==> src/rtl/wb_ctrl_pkg.sv <==
// Load-queue entry layout, load opcodes and the load-result formatter.
package wb_ctrl_pkg;

  localparam logic [2:0] LSUOP_LB  = 3'b000;
  localparam logic [2:0] LSUOP_LH  = 3'b001;
  localparam logic [2:0] LSUOP_LW  = 3'b010;
  localparam logic [2:0] LSUOP_LBU = 3'b100;
  localparam logic [2:0] LSUOP_LHU = 3'b101;

  localparam int RD_W        = 5;
  localparam int LDQ_ENTRY_W = RD_W + 3 + 2;

  // rd sits in the MSBs so the FIFO can expose it as the visible tag.
  typedef struct packed {
    logic [RD_W-1:0] rd;
    logic [2:0]      lsuop;
    logic [1:0]      offset;
  } ldq_entry_t;

  // Extract and extend the addressed byte/half from the aligned memory word.
  // A halfword at offset 3 would straddle the word, so only the top byte is used.
  function automatic logic [31:0] ld_format_f(input logic [31:0] data,
                                              input logic [2:0]  lsuop,
                                              input logic [1:0]  offset);
    logic [31:0] shifted;
    logic [7:0]  b;
    logic [15:0] h;
    logic [31:0] res;
    shifted = data >> {offset, 3'b000};
    b       = shifted[7:0];
    h       = shifted[15:0];
    case (lsuop)
      LSUOP_LB:  res = {{24{b[7]}}, b};
      LSUOP_LBU: res = {24'h0, b};
      LSUOP_LH:  res = (offset == 2'd3) ? {{24{b[7]}}, b} : {{16{h[15]}}, h};
      LSUOP_LHU: res = (offset == 2'd3) ? {24'h0, b} : {16'h0, h};
      default:   res = data;
    endcase
    return res;
  endfunction

endpackage

==> src/rtl/wb_stage_pkg.sv <==
// Writeback stage payload shared between the writeback controller and decode.
package wb_stage_pkg;

  localparam int WB_DATA_WIDTH = 32;

  typedef struct packed {
    logic                     rf_en;
    logic [4:0]               rd;
    logic [WB_DATA_WIDTH-1:0] wb_data;
  } wb_stage_out_t;

endpackage

==> src/rtl/ldq_fifo.sv <==
// Generic synchronous FIFO; also exposes the top VIS_W bits of every slot
// together with a per-slot valid mask so the owner can scan queued entries.
module ldq_fifo #(
  parameter  int WIDTH = 10,
  parameter  int DEPTH = 4,
  parameter  int VIS_W = 5,
  localparam int PTR_W = $clog2(DEPTH),
  localparam int CNT_W = PTR_W + 1
) (
  input  logic                   clk,
  input  logic                   arst_n,
  input  logic                   push,
  input  logic                   pop,
  input  logic [WIDTH-1:0]       din,
  output logic [WIDTH-1:0]       dout,
  output logic                   full,
  output logic                   empty,
  output logic [CNT_W-1:0]       count,
  output logic [DEPTH*VIS_W-1:0] vis_out,
  output logic [DEPTH-1:0]       vis_valid
);

  logic [WIDTH-1:0] mem [DEPTH];
  logic [PTR_W-1:0] wr_ptr;
  logic [PTR_W-1:0] rd_ptr;
  logic             push_ok;
  logic             pop_ok;

  assign full    = (count == CNT_W'(DEPTH));
  assign empty   = (count == '0);
  assign push_ok = push & ~full;
  assign pop_ok  = pop & ~empty;
  assign dout    = mem[rd_ptr];

  // Storage array; no reset needed since count gates validity.
  always_ff @(posedge clk) begin
    if (push_ok) mem[wr_ptr] <= din;
  end

  // Pointers wrap naturally because DEPTH is a power of two.
  always_ff @(posedge clk or negedge arst_n) begin
    if (!arst_n) begin
      wr_ptr <= '0;
      rd_ptr <= '0;
      count  <= '0;
    end else begin
      if (push_ok) wr_ptr <= wr_ptr + PTR_W'(1);
      if (pop_ok)  rd_ptr <= rd_ptr + PTR_W'(1);
      case ({push_ok, pop_ok})
        2'b10:   count <= count + CNT_W'(1);
        2'b01:   count <= count - CNT_W'(1);
        default: ;
      endcase
    end
  end

  // A slot is live when its distance from the read pointer is below count.
  always_comb begin
    logic [PTR_W-1:0] age;
    age       = '0;
    vis_out   = '0;
    vis_valid = '0;
    for (int i = 0; i < DEPTH; i++) begin
      age          = PTR_W'(i) - rd_ptr;
      vis_valid[i] = ({1'b0, age} < count);
      vis_out[i*VIS_W +: VIS_W] = mem[i][WIDTH-1 -: VIS_W];
    end
  end

endmodule

==> src/rtl/wb_ctrl.sv <==
// Writeback controller: merges in-order ex results with in-order load
// responses into one registered register-file write per cycle and reports
// which registers still await a load.
import wb_stage_pkg::*;
import wb_ctrl_pkg::*;

module wb_ctrl #(
  parameter int DATA_WIDTH = 32,
  parameter int LDQ_DEPTH  = 4
) (
  input  logic                  clk,
  input  logic                  arst_n,
  input  logic                  ex_valid_in,
  output logic                  ex_ready_out,
  input  logic                  ex_rf_en_in,
  input  logic [4:0]            ex_rd_in,
  input  logic [DATA_WIDTH-1:0] ex_data_in,
  input  logic                  ld_issue_in,
  input  logic [4:0]            ld_rd_in,
  input  logic [2:0]            ld_lsuop_in,
  input  logic [1:0]            ld_offset_in,
  output logic                  ld_full_out,
  input  logic                  dm_rsp_valid_in,
  input  logic [DATA_WIDTH-1:0] dm_rsp_data_in,
  output wb_stage_out_t         wb_out,
  output logic [31:0]           pending_out
);

  localparam int CNT_W = $clog2(LDQ_DEPTH) + 1;

  ldq_entry_t                  ld_push_entry;
  ldq_entry_t                  ld_head;
  logic                        ld_full;
  logic                        ld_empty;
  logic [CNT_W-1:0]            ld_count;
  logic [LDQ_DEPTH*RD_W-1:0]   vis_rd;
  logic [LDQ_DEPTH-1:0]        vis_valid;
  logic                        ld_push;
  logic                        rsp_take;
  logic                        ex_acc;

  logic                        hold_valid;
  logic                        hold_rf_en;
  logic [4:0]                  hold_rd;
  logic [DATA_WIDTH-1:0]       hold_data;
  logic                        wb_is_load;

  logic                        sel_valid;
  logic                        sel_load;
  logic                        sel_rf_en;
  logic [4:0]                  sel_rd;
  logic [DATA_WIDTH-1:0]       sel_data;
  logic                        hold_load;
  logic                        hold_drain;
  logic [31:0]                 pending;

  assign ld_push_entry = '{rd: ld_rd_in, lsuop: ld_lsuop_in, offset: ld_offset_in};
  assign ld_push       = ld_issue_in & ~ld_full;
  assign rsp_take      = dm_rsp_valid_in & ~ld_empty;
  assign ex_ready_out  = ~hold_valid;
  assign ex_acc        = ex_valid_in & ex_ready_out;
  assign ld_full_out   = (ld_count == CNT_W'(LDQ_DEPTH));
  assign pending_out   = pending;

  ldq_fifo #(
    .WIDTH (LDQ_ENTRY_W),
    .DEPTH (LDQ_DEPTH),
    .VIS_W (RD_W)
  ) u_ldq (
    .clk       (clk),
    .arst_n    (arst_n),
    .push      (ld_push),
    .pop       (rsp_take),
    .din       (ld_push_entry),
    .dout      (ld_head),
    .full      (ld_full),
    .empty     (ld_empty),
    .count     (ld_count),
    .vis_out   (vis_rd),
    .vis_valid (vis_valid)
  );

  // Write source select: load response beats the held ex result beats a fresh ex result.
  always_comb begin
    sel_valid  = 1'b0;
    sel_load   = 1'b0;
    sel_rf_en  = 1'b0;
    sel_rd     = '0;
    sel_data   = '0;
    hold_load  = 1'b0;
    hold_drain = 1'b0;
    if (rsp_take) begin
      sel_valid = 1'b1;
      sel_load  = 1'b1;
      sel_rf_en = 1'b1;
      sel_rd    = ld_head.rd;
      sel_data  = ld_format_f(dm_rsp_data_in, ld_head.lsuop, ld_head.offset);
      hold_load = ex_acc;
    end else if (hold_valid) begin
      sel_valid  = 1'b1;
      sel_rf_en  = hold_rf_en;
      sel_rd     = hold_rd;
      sel_data   = hold_data;
      hold_drain = 1'b1;
    end else if (ex_acc) begin
      sel_valid = 1'b1;
      sel_rf_en = ex_rf_en_in;
      sel_rd    = ex_rd_in;
      sel_data  = ex_data_in;
    end
  end

  // Registered writeback and the one-deep hold for an ex result displaced by a response.
  always_ff @(posedge clk or negedge arst_n) begin
    if (!arst_n) begin
      wb_out     <= '0;
      wb_is_load <= 1'b0;
      hold_valid <= 1'b0;
      hold_rf_en <= 1'b0;
      hold_rd    <= '0;
      hold_data  <= '0;
    end else begin
      if (sel_valid) begin
        wb_out.rf_en   <= sel_rf_en & (sel_rd != 5'd0);
        wb_out.rd      <= sel_rd;
        wb_out.wb_data <= sel_data;
      end else begin
        wb_out.rf_en <= 1'b0;
      end
      wb_is_load <= sel_valid & sel_load;
      if (hold_load) begin
        hold_valid <= 1'b1;
        hold_rf_en <= ex_rf_en_in;
        hold_rd    <= ex_rd_in;
        hold_data  <= ex_data_in;
      end else if (hold_drain) begin
        hold_valid <= 1'b0;
      end
    end
  end

  // Pending mask: queued load destinations plus a load write still on wb_out.
  always_comb begin
    pending = '0;
    for (int i = 0; i < LDQ_DEPTH; i++) begin
      if (vis_valid[i]) pending[vis_rd[i*RD_W +: RD_W]] = 1'b1;
    end
    if (wb_is_load && wb_out.rf_en) pending[wb_out.rd] = 1'b1;
    pending[0] = 1'b0;
  end

endmodule

==> config.mk <==
export PLATFORM = sky130hd
export DESIGN_NAME = wb_ctrl
export DESIGN_NICKNAME = d
export VERILOG_FILES = /design/src/rtl/wb_ctrl_pkg.sv /design/src/rtl/wb_stage_pkg.sv /design/src/rtl/ldq_fifo.sv /design/src/rtl/wb_ctrl.sv
export SDC_FILE = /design/constraint.sdc
export NUM_CORES = 1
export LEC_CHECK = 0
export BUFFER_PORTS_ARGS = -buffer_cell sky130_fd_sc_hd__clkbuf_2
export CAP_MARGIN = 25
export CORE_AREA = 5 5 131 133
export DETAILED_ROUTE_END_ITERATION = 7
export DIE_AREA = 0 0 136 138
export PLACE_DENSITY = 0.75
export SLEW_MARGIN = 10
export SYNTH_ARGS = -nofsm -noshare
export SYNTH_HDL_FRONTEND = slang
export SYNTH_SLANG_ARGS = --single-unit
==> constraint.sdc <==
create_clock -name clk -period 6 [get_ports clk]
set_clock_uncertainty 0.2 [all_clocks]
set_input_delay 0.3 -clock clk [delete_from_list [all_inputs] [get_ports clk]]
set_output_delay 0.3 -clock clk [all_outputs]
set_load 0.03 [all_outputs]
Word-level counts from Yosys, hierarchy flattened
Memories as Yosys holds them, arrays and structs flattened.
Cells that the tools add are included.
{"block": "op_classes", "n_mux": 40, "bitwise": 14, "shifts": 1, "n_addsub": 8, "eq_ne": 7, "n_reduce_logical": 11, "magnitude_cmp": 14}
{"cell": "two-way mux 32 bit", "n": 9}
{"cell": "bitwise OR 32 bit", "n": 4}
{"cell": "one-hot mux 32 bit (4 select lines)", "n": 1}
{"cell": ">> shifter 32 x 5 -> 16 bit", "n": 1}
{"cell": "less-than comparator 5 x 6 -> 1 bit, second input constant", "n": 5}
{"cell": "demux 1 bit (select 5 bit)", "n": 5}
{"cell": "greater-or-equal comparator 5 x 1 -> 1 bit, second input constant", "n": 5}
{"cell": "two-way mux 1 bit", "n": 20}
{"cell": "two-way mux 16 bit", "n": 1}
{"cell": "two-way mux 5 bit", "n": 3}
{"cell": "less-than comparator 2 x 3 -> 1 bit", "n": 4}
{"cell": "== test 3 bit, second input constant", "n": 3}
{"cell": "AND 1 bit", "n": 7}
{"cell": "logical AND 1 bit", "n": 6}
{"cell": "logical NOT 3 bit", "n": 2}
{"cell": "one-hot mux 3 bit (2 select lines)", "n": 1}
{"cell": "nonzero test 5 bit", "n": 1}
{"cell": "adder 2 x 1 -> 2 bit, second input constant", "n": 2}
{"cell": "== test 2 bit, second input constant", "n": 2}
{"cell": "nonzero test 2 bit", "n": 2}
{"cell": "subtractor 1 x 2 -> 2 bit, first input constant", "n": 2}
{"cell": "subtractor 2 bit, first input constant", "n": 2}
{"cell": "adder 3 x 1 -> 3 bit, second input constant", "n": 1}
{"cell": "== test 3 x 1 -> 1 bit, second input constant", "n": 1}
{"cell": "other kinds (3)", "n": 5}
{"block": "totals", "mem_bits_rw": 40, "word_cells": 107, "mem_count": 1, "ff_bits": 85, "output_inout_bits": 72}
{"memory": "u_ldq.mem", "depth": 4, "width": 10, "rd": 5, "rd_clocked_by_memory_dff": 0, "write_ports": 1, "line": "ldq_fifo.sv:23", "source": "logic [WIDTH-1:0] mem [DEPTH];"}

Logic depth before layout (Yosys ltp)
Gate-level depths: netlist (run 1).
An unclocked memory read counts as a cell.
{"block": "logic_depth", "word_depth": 14, "ltp_mapped": 11}

Cells and area by module
From an unflattened synthesis (run 1), not the netlist that was laid out.
{"block": "hier_totals", "cells_unflattened": 716, "hier_area_um2": 7671.1}
{"module": "wb_ctrl", "cells_per_inst": 586, "area_each_um2": 5517.8, "instances": 1}
{"module": "ldq_fifo", "cells_per_inst": 130, "area_each_um2": 2153.3, "instances": 1}

Least setup slack after synthesis (run 1)
No wires, ideal clock.
{"block": "synth_path", "path_type": "register to output", "from": "register u_ldq.rd_ptr[1]", "to": "output pending_out[8]", "stages_incl_launch_ff": 11, "setup_slack_ns": 3.035, "path_buffers": 3, "arrival_ns": 2.465, "cell_sequence": "dfrtp_1 > buf_2 > buf_2 > inv_1 > ha_1 > a21oi_1 > o21bai_1 > or3b_1 > clkbuf_1 > nor2_1 > or4_1"}
{"block": "synth_between", "elab_chain_len": 11, "word_cells_on_any_way": 17, "cone_classes": "add/sub: 4; order compare: 4; mux: 5; bitwise: 4"}
{"element": "from (decl)", "line": "ldq_fifo.sv:25", "source": "logic [PTR_W-1:0] rd_ptr;"}
{"element": "from (signal assigned)", "line": "ldq_fifo.sv:48", "source": "if (pop_ok) rd_ptr <= rd_ptr + PTR_W'(1);"}
{"element": "subtractor 1 x 2 -> 2 bit", "line": "ldq_fifo.sv:64", "source": "age = PTR_W'(i) - rd_ptr;"}
{"element": "less-than comparator 2 x 3 -> 1 bit", "line": "ldq_fifo.sv:65", "source": "vis_valid[i] = ({1'b0, age} < count);"}
{"element": "two-way mux 32 bit", "line": "wb_ctrl.sv:146", "source": "if (vis_valid[i]) pending[vis_rd[i*RD_W +: RD_W]] = 1'b1;"}
{"element": "bitwise OR 32 bit (no source line)"}
{"element": "two-way mux 32 bit", "line": "wb_ctrl.sv:146"}
{"element": "bitwise OR 32 bit (no source line)"}
{"element": "two-way mux 32 bit", "line": "wb_ctrl.sv:146"}
{"element": "bitwise OR 32 bit (no source line)"}
{"element": "two-way mux 32 bit *", "line": "wb_ctrl.sv:146"}
{"element": "bitwise OR 32 bit (no source line)"}
{"element": "two-way mux 32 bit *", "line": "wb_ctrl.sv:148", "source": "if (wb_is_load && wb_out.rf_en) pending[wb_out.rd] = 1'b1;"}
{"element": "to (decl)", "line": "wb_ctrl.sv:26", "source": "output logic [31:0] pending_out"}
Every way passes the cells marked *; elsewhere a longest branch is shown, timed or not.

Final worst setup path (run 1)
{"block": "layout_path", "from": "register u_ldq.rd_ptr[1]", "to": "output pending_out[16]"}
Same word-level chain as after synthesis.

==> results.yml, run 1 <==
placement:
  gp_congestion: 0.9591
  dp_cells: 1080
  hpwlAfterDp_um: 16350
  dpl_cell_area_mm2: 0.008632
  port_buffers: 155
clock_tree:
  clk_pin_slew_worst_paths_ns: 0.05
  cts_buffers: 17
  clock_path_buffers: 2
  cts_tree: "built"
  clk_latency_ns: 0.42
  ctsResizeCount: 0
  h-tree-depth: 4
  clock_sinks: 125
  postCtsSetupRepairBufs: 0
  cts-root-buf: "clkbuf_16"
  hold_buffers: 65
yosys:
  synth_edf_count: 40
  synth_cell_type_count: 65
  synth_top_area_cell: "dfrtp_1"
  synth_nets: 860
  synth_seq_cells: 125
  netlist_area_mm2: 0.007764
  synth_common_cells: "dfrtp_1, nor2_1, mux2_2"
  syn_area_per_cell_um2: 10.15
  synth_top_area_frac: 0.2740
  synth-main-ff-cell: "dfrtp_1"
  yosys_warnings: 0
  synthTopCellsByArea: "dfrtp_1, edfxtp_1, mux2_2"
  yosysMostFrequentCell: "dfrtp_1"
  ys_seq_area_frac: 0.4287
  synthArstFlopShare: 0.6800
  postSynthCellCount: 765
pwr:
  vdd_drop_max_mv: 0.2728
  powerDensity_mw_per_mm2: 517.9
  p_leak_nw: 4.202
  fin_total_pwr_mw: 5.114
min_path:
  holdCritPathClass: "input port to flop"
  hp-start: "dm_rsp_data_in[6]"
critical_path:
  crit_start: "u_ldq.rd_ptr[1]"
  required_ns: 5.50
  regToRegStartpoint: "u_ldq.rd_ptr[1]"
  timing_worst_setup_path_type: "flop to output pin"
  startpoint_type: "flop"
  path_max_fanout: 18
  critPathCaptureType: "output pin"
  r2r_slack_ns: 2.83
  worstPathArrival_ns: 3.68
layout:
  stdcell_area_mm2: 0.009874
  drive_gt1_frac: 0.2747
  num_antenna_cells: 0
  nNetsFinal: 1044
  area_delta_synth_final_pct: 27.19
  finalNonFillerCells: 1177
grt:
  track_usage: 0.2584
  grt_pass1_wl_um: 38490
  antenna_found_initial: 0
  grt_overflow: 0
  grt_pass1_vias: 7262
  grt_max_degree: 58
timing:
  timing.final.crit_share: 0.6972
  tightest_slew_ns: 1.123
  final-setup-viol-count: 0
  fin_crit_ns: 4.183
  timing.hold.ws_ns: 0.01703
  tns_ns: 0
  hold_violations: 0
  drv_slew: 0
  rsz0062_at_grt: "false"
  max-slew-margin-rel: 0.2484
  timing.fmax_ghz: 0.2390
route:
  num_vias: 7426
  wl_per_cell_um: 21.03
  first_pass_iters: 6
  antenna_left: 0
  drc: 0
  drt_iter0_markers: 934
  via_per_inst: 6.309
  finalWirelength_um: 24750
floorplanning:
  dieArea_mm2: 0.01877
  num_rows: 46
  core_area_mm2: 0.01571
  die_height_um: 138
  chipWidth_um: 136
  ioPinCount: 157
  start_util: 0.4941
run_status:
  status: "completed"
flow_run:
  maxCapViolations: 0
metrics by stage:
step / util / setup WS (ns)
finish: 0.6284 / 1.817
CTS: 0.6280 / 1.870
floorplan: - / 3.035
global placement: 0.5476 / 2.420
detailed placement: 0.5494 / 2.331
global route: 0.6284 / 1.583
worst paths after layout:
check | endpoint | depth (start not counted)
setup / recovery | pending_out[16] | 8
hold / removal | wb_out[6] | 3
setup reg to reg | wb_out[3] | 6
hold reg to reg | hold_data[11] | 1
max in group asynchronous | hold_valid | 3
min in group asynchronous | hold_data[26] | 2
critical path, stage by stage (launching register included):
cell and delay, ns:
dfrtp_1 0.86, inv_1 0.18, ha_1 0.33, a21boi_0 0.13
o21bai_1 0.30, nor3b_1 0.84, a22oi_1 0.21, o211ai_1 0.16
clkbuf_2 0.25
kinds of logic after synthesis:
| family | count (synthesis) | synth area share |
|---|---|---|
| flip-flops | 125 | 0.4287 |
| multiplexers | 90 | 0.1410 |
| adder cells (fa/ha/maj) | 10 | 0.01708 |
| buffers and inverters | 87 | 0.04722 |
| other | 1 | 0.0004830 |
| AO/OA/AOI/OAI | 234 | 0.2156 |
| XOR/XNOR | 7 | 0.007897 |
| AND/OR/NAND/NOR | 211 | 0.1420 |
placed cells by master (no fill, tap or decap), types with 9 or more instances in the layout:
cell type      count
clkbuf_2         154
a21oi_1           38
dfrtp_1           84
buf_4              9
a22oi_1            9
inv_1             23
mux2i_1           31
o211ai_1          11
nand3b_1          15
a221oi_1          12
nor2_1            50
edfxtp_1          40
a31oi_1           25
o2bb2ai_1         15
nand2b_1          14
ha_1               9
a221o_1           18
o21ai_0           16
nor3_1            10
nand2_1           48
clkbuf_16         19
dlygate4sd3_1     65
mux2_2            49
or3_1             26
o22ai_1           43
per-layer routing:
layer | share of wire | global-route usage | up-vias | wire length [um]
met5 | 0 | 0 | - | 0
met4 | 0.043 | 0.1151 | 0 | 1060
met3 | 0.098 | 0.06676 | 105 | 2421
met2 | 0.44 | 0.3875 | 479 | 10940
met1 | 0.42 | 0.3529 | 3516 | 10330
li1 | - | - | 3326 | -
layout make-up:
type	count	area, um2
Clock inverter	7	50.05
Clock buffer	24	534.3
Tap cell	216	270.3
Sequential cell	125	3329
Timing Repair Buffer	229	1516
Fill cell	1266	5838
Inverter	23	86.33
Multi-Input combinational cell	553	4088
sequential cells by signal, summed over array words and instances, names as in the netlist:
register      cells
hold_rf_en        1
hold_rd           5
wb_is_load        1
hold_valid        1
u_ldq.count       3
u_ldq.rd_ptr      2
hold_data        32
u_ldq.mem        40
u_ldq.wr_ptr      2
wb_out           38
power breakdown:
part	leakage [nW]	switching [mW]	internal [mW]
Combinational	2.56	1.62	0.942
Sequential	1.37	0.315	1.24
Clock	0.277	0.378	0.619
Power figures use the tool's default switching activity.
==> run 2: changes to the inputs <==
==> constraint.sdc (replaced) <==
create_clock -name clk -period 4.3 [get_ports clk]
set_clock_uncertainty 0.2 [all_clocks]
set_input_delay 0.215 -clock clk [delete_from_list [all_inputs] [get_ports clk]]
set_output_delay 0.215 -clock clk [all_outputs]
set_load 0.03 [all_outputs]
==> run 2 against run 1 <==
Hold slack improved by 0.032 ns. Sequential power up 41%. Critical path type unchanged. Power up 41%. Sequential share of layout area decreased by 0.49 points. Worst setup slack worse by 1.3 ns. Highest routed layer unchanged.
==> results.yml, run 2 (synthesis gave the netlist of run 1 again) <==
run_status:
  status: "completed"
layout:
  regArea_mm2: 0.003329
  finalNonFillerCells: 1199
  nNetsFinal: 1063
  drive_gt1_frac: 0.2752
  layout_top_registers: "u_ldq.mem: 40 flops, wb_out: 38 flops, hold_data: 32 flops"
  fin_util: 0.6377
  area_delta_synth_final_pct: 29.06
  num-fill-cells: 1215
  largest_reg_flops: 40
  largest-register: "u_ldq.mem"
  multi_input_area_mm2: 0.004088
  final_cell_mix: "clkbuf_2, dfrtp_1, dlygate4sd3_1"
  layout.cells.most_common: "clkbuf_2"
clock_tree:
  cts-root-buf: "clkbuf_16"
  cts_tree: "built"
  clock_path_buffers: 2
  hold_buffers: 80
  clk_pin_slew_worst_paths_ns: 0.06
  clock_sinks: 125
  ctsResizeCount: 0
  postCtsSetupRepairBufs: 0
  cts_buffers: 17
  h-tree-depth: 4
  clk_latency_ns: 0.42
grt:
  grt_max_degree: 58
  grt_pass1_wl_um: 41100
  track_usage: 0.2753
  grt_overflow: 0
  antenna_found_initial: 2
  grt_pass1_vias: 7563
timing:
  drv_slew: 0
  timing.fmax_ghz: 0.2676
  timing.hold.ws_ns: 0.04907
  hold_violations: 0
  rsz0062_at_grt: "false"
  fin_crit_ns: 3.738
  tightest_slew_ns: 0.8761
  max-slew-margin-rel: 0.4134
  final-setup-viol-count: 0
  tns_ns: 0
  timing.final.crit_share: 0.8692
floorplanning:
  die_height_um: 138
  core_area_mm2: 0.01571
  dieArea_mm2: 0.01877
  start_util: 0.4941
  chipWidth_um: 136
  num_rows: 46
  ioPinCount: 157
critical_path:
  r2r_slack_ns: 1.13
  path_cells: "xor2_1, inv_1, ha_1, a21oi_1, o211ai_1, o22ai_1, or3_1, clkbuf_2"
  startpoint_type: "flop"
  regToRegStartpoint: "u_ldq.rd_ptr[0]"
  rr_worst_depth: 6
  critPathTopFamily: "compound AO/OA/AOI/OAI gates"
  critPathCaptureType: "output pin"
  required_ns: 3.88
  max_stage_delay_ns: 0.73
  r2r-end: "wb_out[26]"
  crit_path_top_delay_cell: "o211ai_1"
  timing_worst_setup_path_type: "flop to output pin"
  path_max_fanout: 14
  critPathBufInv: 2
  worstPathArrival_ns: 3.32
pwr:
  vdd_drop_max_mv: 0.3530
  powerDensity_mw_per_mm2: 718.9
  p_leak_nw: 4.276
  fin_total_pwr_mw: 7.204
route:
  wl_per_cell_um: 21.90
  antenna_left: 0
  drc: 0
  finalWirelength_um: 26260
  drt_iter0_markers: 1032
  first_pass_iters: 6
  num_vias: 7699
  via_per_inst: 6.421
placement:
  dp_cells: 1084
  port_buffers: 155
  hpwlAfterDp_um: 16760
  gp_congestion: 0.9619
min_path:
  hp-start: "ld_issue_in"
  whs_path_depth: 3
  holdCritPathClass: "input port to flop"
  holdPathEnd: "u_ldq.wr_ptr[0]"
flow_run:
  maxCapViolations: 0
run 2: power breakdown:
part	total [mW]	switching, mW	internal [mW]
clock network	1.37	0.546	0.825
registers	2.18	0.451	1.73
logic	3.66	2.31	1.34
total	7.20	3.31	3.90
run 2: final cells by class:
class	instances	area share
multi-input cells	553	0.4080
well taps	216	0.02697
repair buffers	248	0.1673
flip-flops and latches	125	0.3323
clock inverters	13	0.01111
inverters	23	0.008616
diodes	2	0.0004995
clock buffers	19	0.04520
run 2: worst max path at each step:
stage | slack, ns | cells after the start | startpoint | to
2_1_floorplan | 1.42 | 10 | u_ldq.rd_ptr[1] | pending_out[8]
3_3_place_gp | 1.12 | 7 | u_ldq.rd_ptr[0] | wb_out[23]
3_5_place_dp | 1.06 | 7 | u_ldq.rd_ptr[0] | wb_out[18]
4_1_cts | 0.62 | 8 | u_ldq.rd_ptr[0] | pending_out[13]
5_1_grt | 0.42 | 8 | u_ldq.rd_ptr[0] | pending_out[13]
6_report | 0.56 | 8 | u_ldq.rd_ptr[0] | pending_out[13]
run 2: tightest hold or removal path, cell delays in order:
cell and delay, ns:
clkbuf_2 0.08, nor2b_1 0.19, xnor2_1 0.15
run 2: routing by layer:
metal	global-route usage	part of all wire
met4	0.1342	0.051
met1	0.3806	0.41
met2	0.4008	0.44
met5	0	0
met3	0.07221	0.10
run 2: through the flow:
stage	cell area, um2	setup slack (ns)
final	10020	0.5624
after global placement	8642	1.122
after CTS	10010	0.6236
after global routing	10020	0.4212
after floorplan	7764	1.420
after detailed placement	8642	1.064
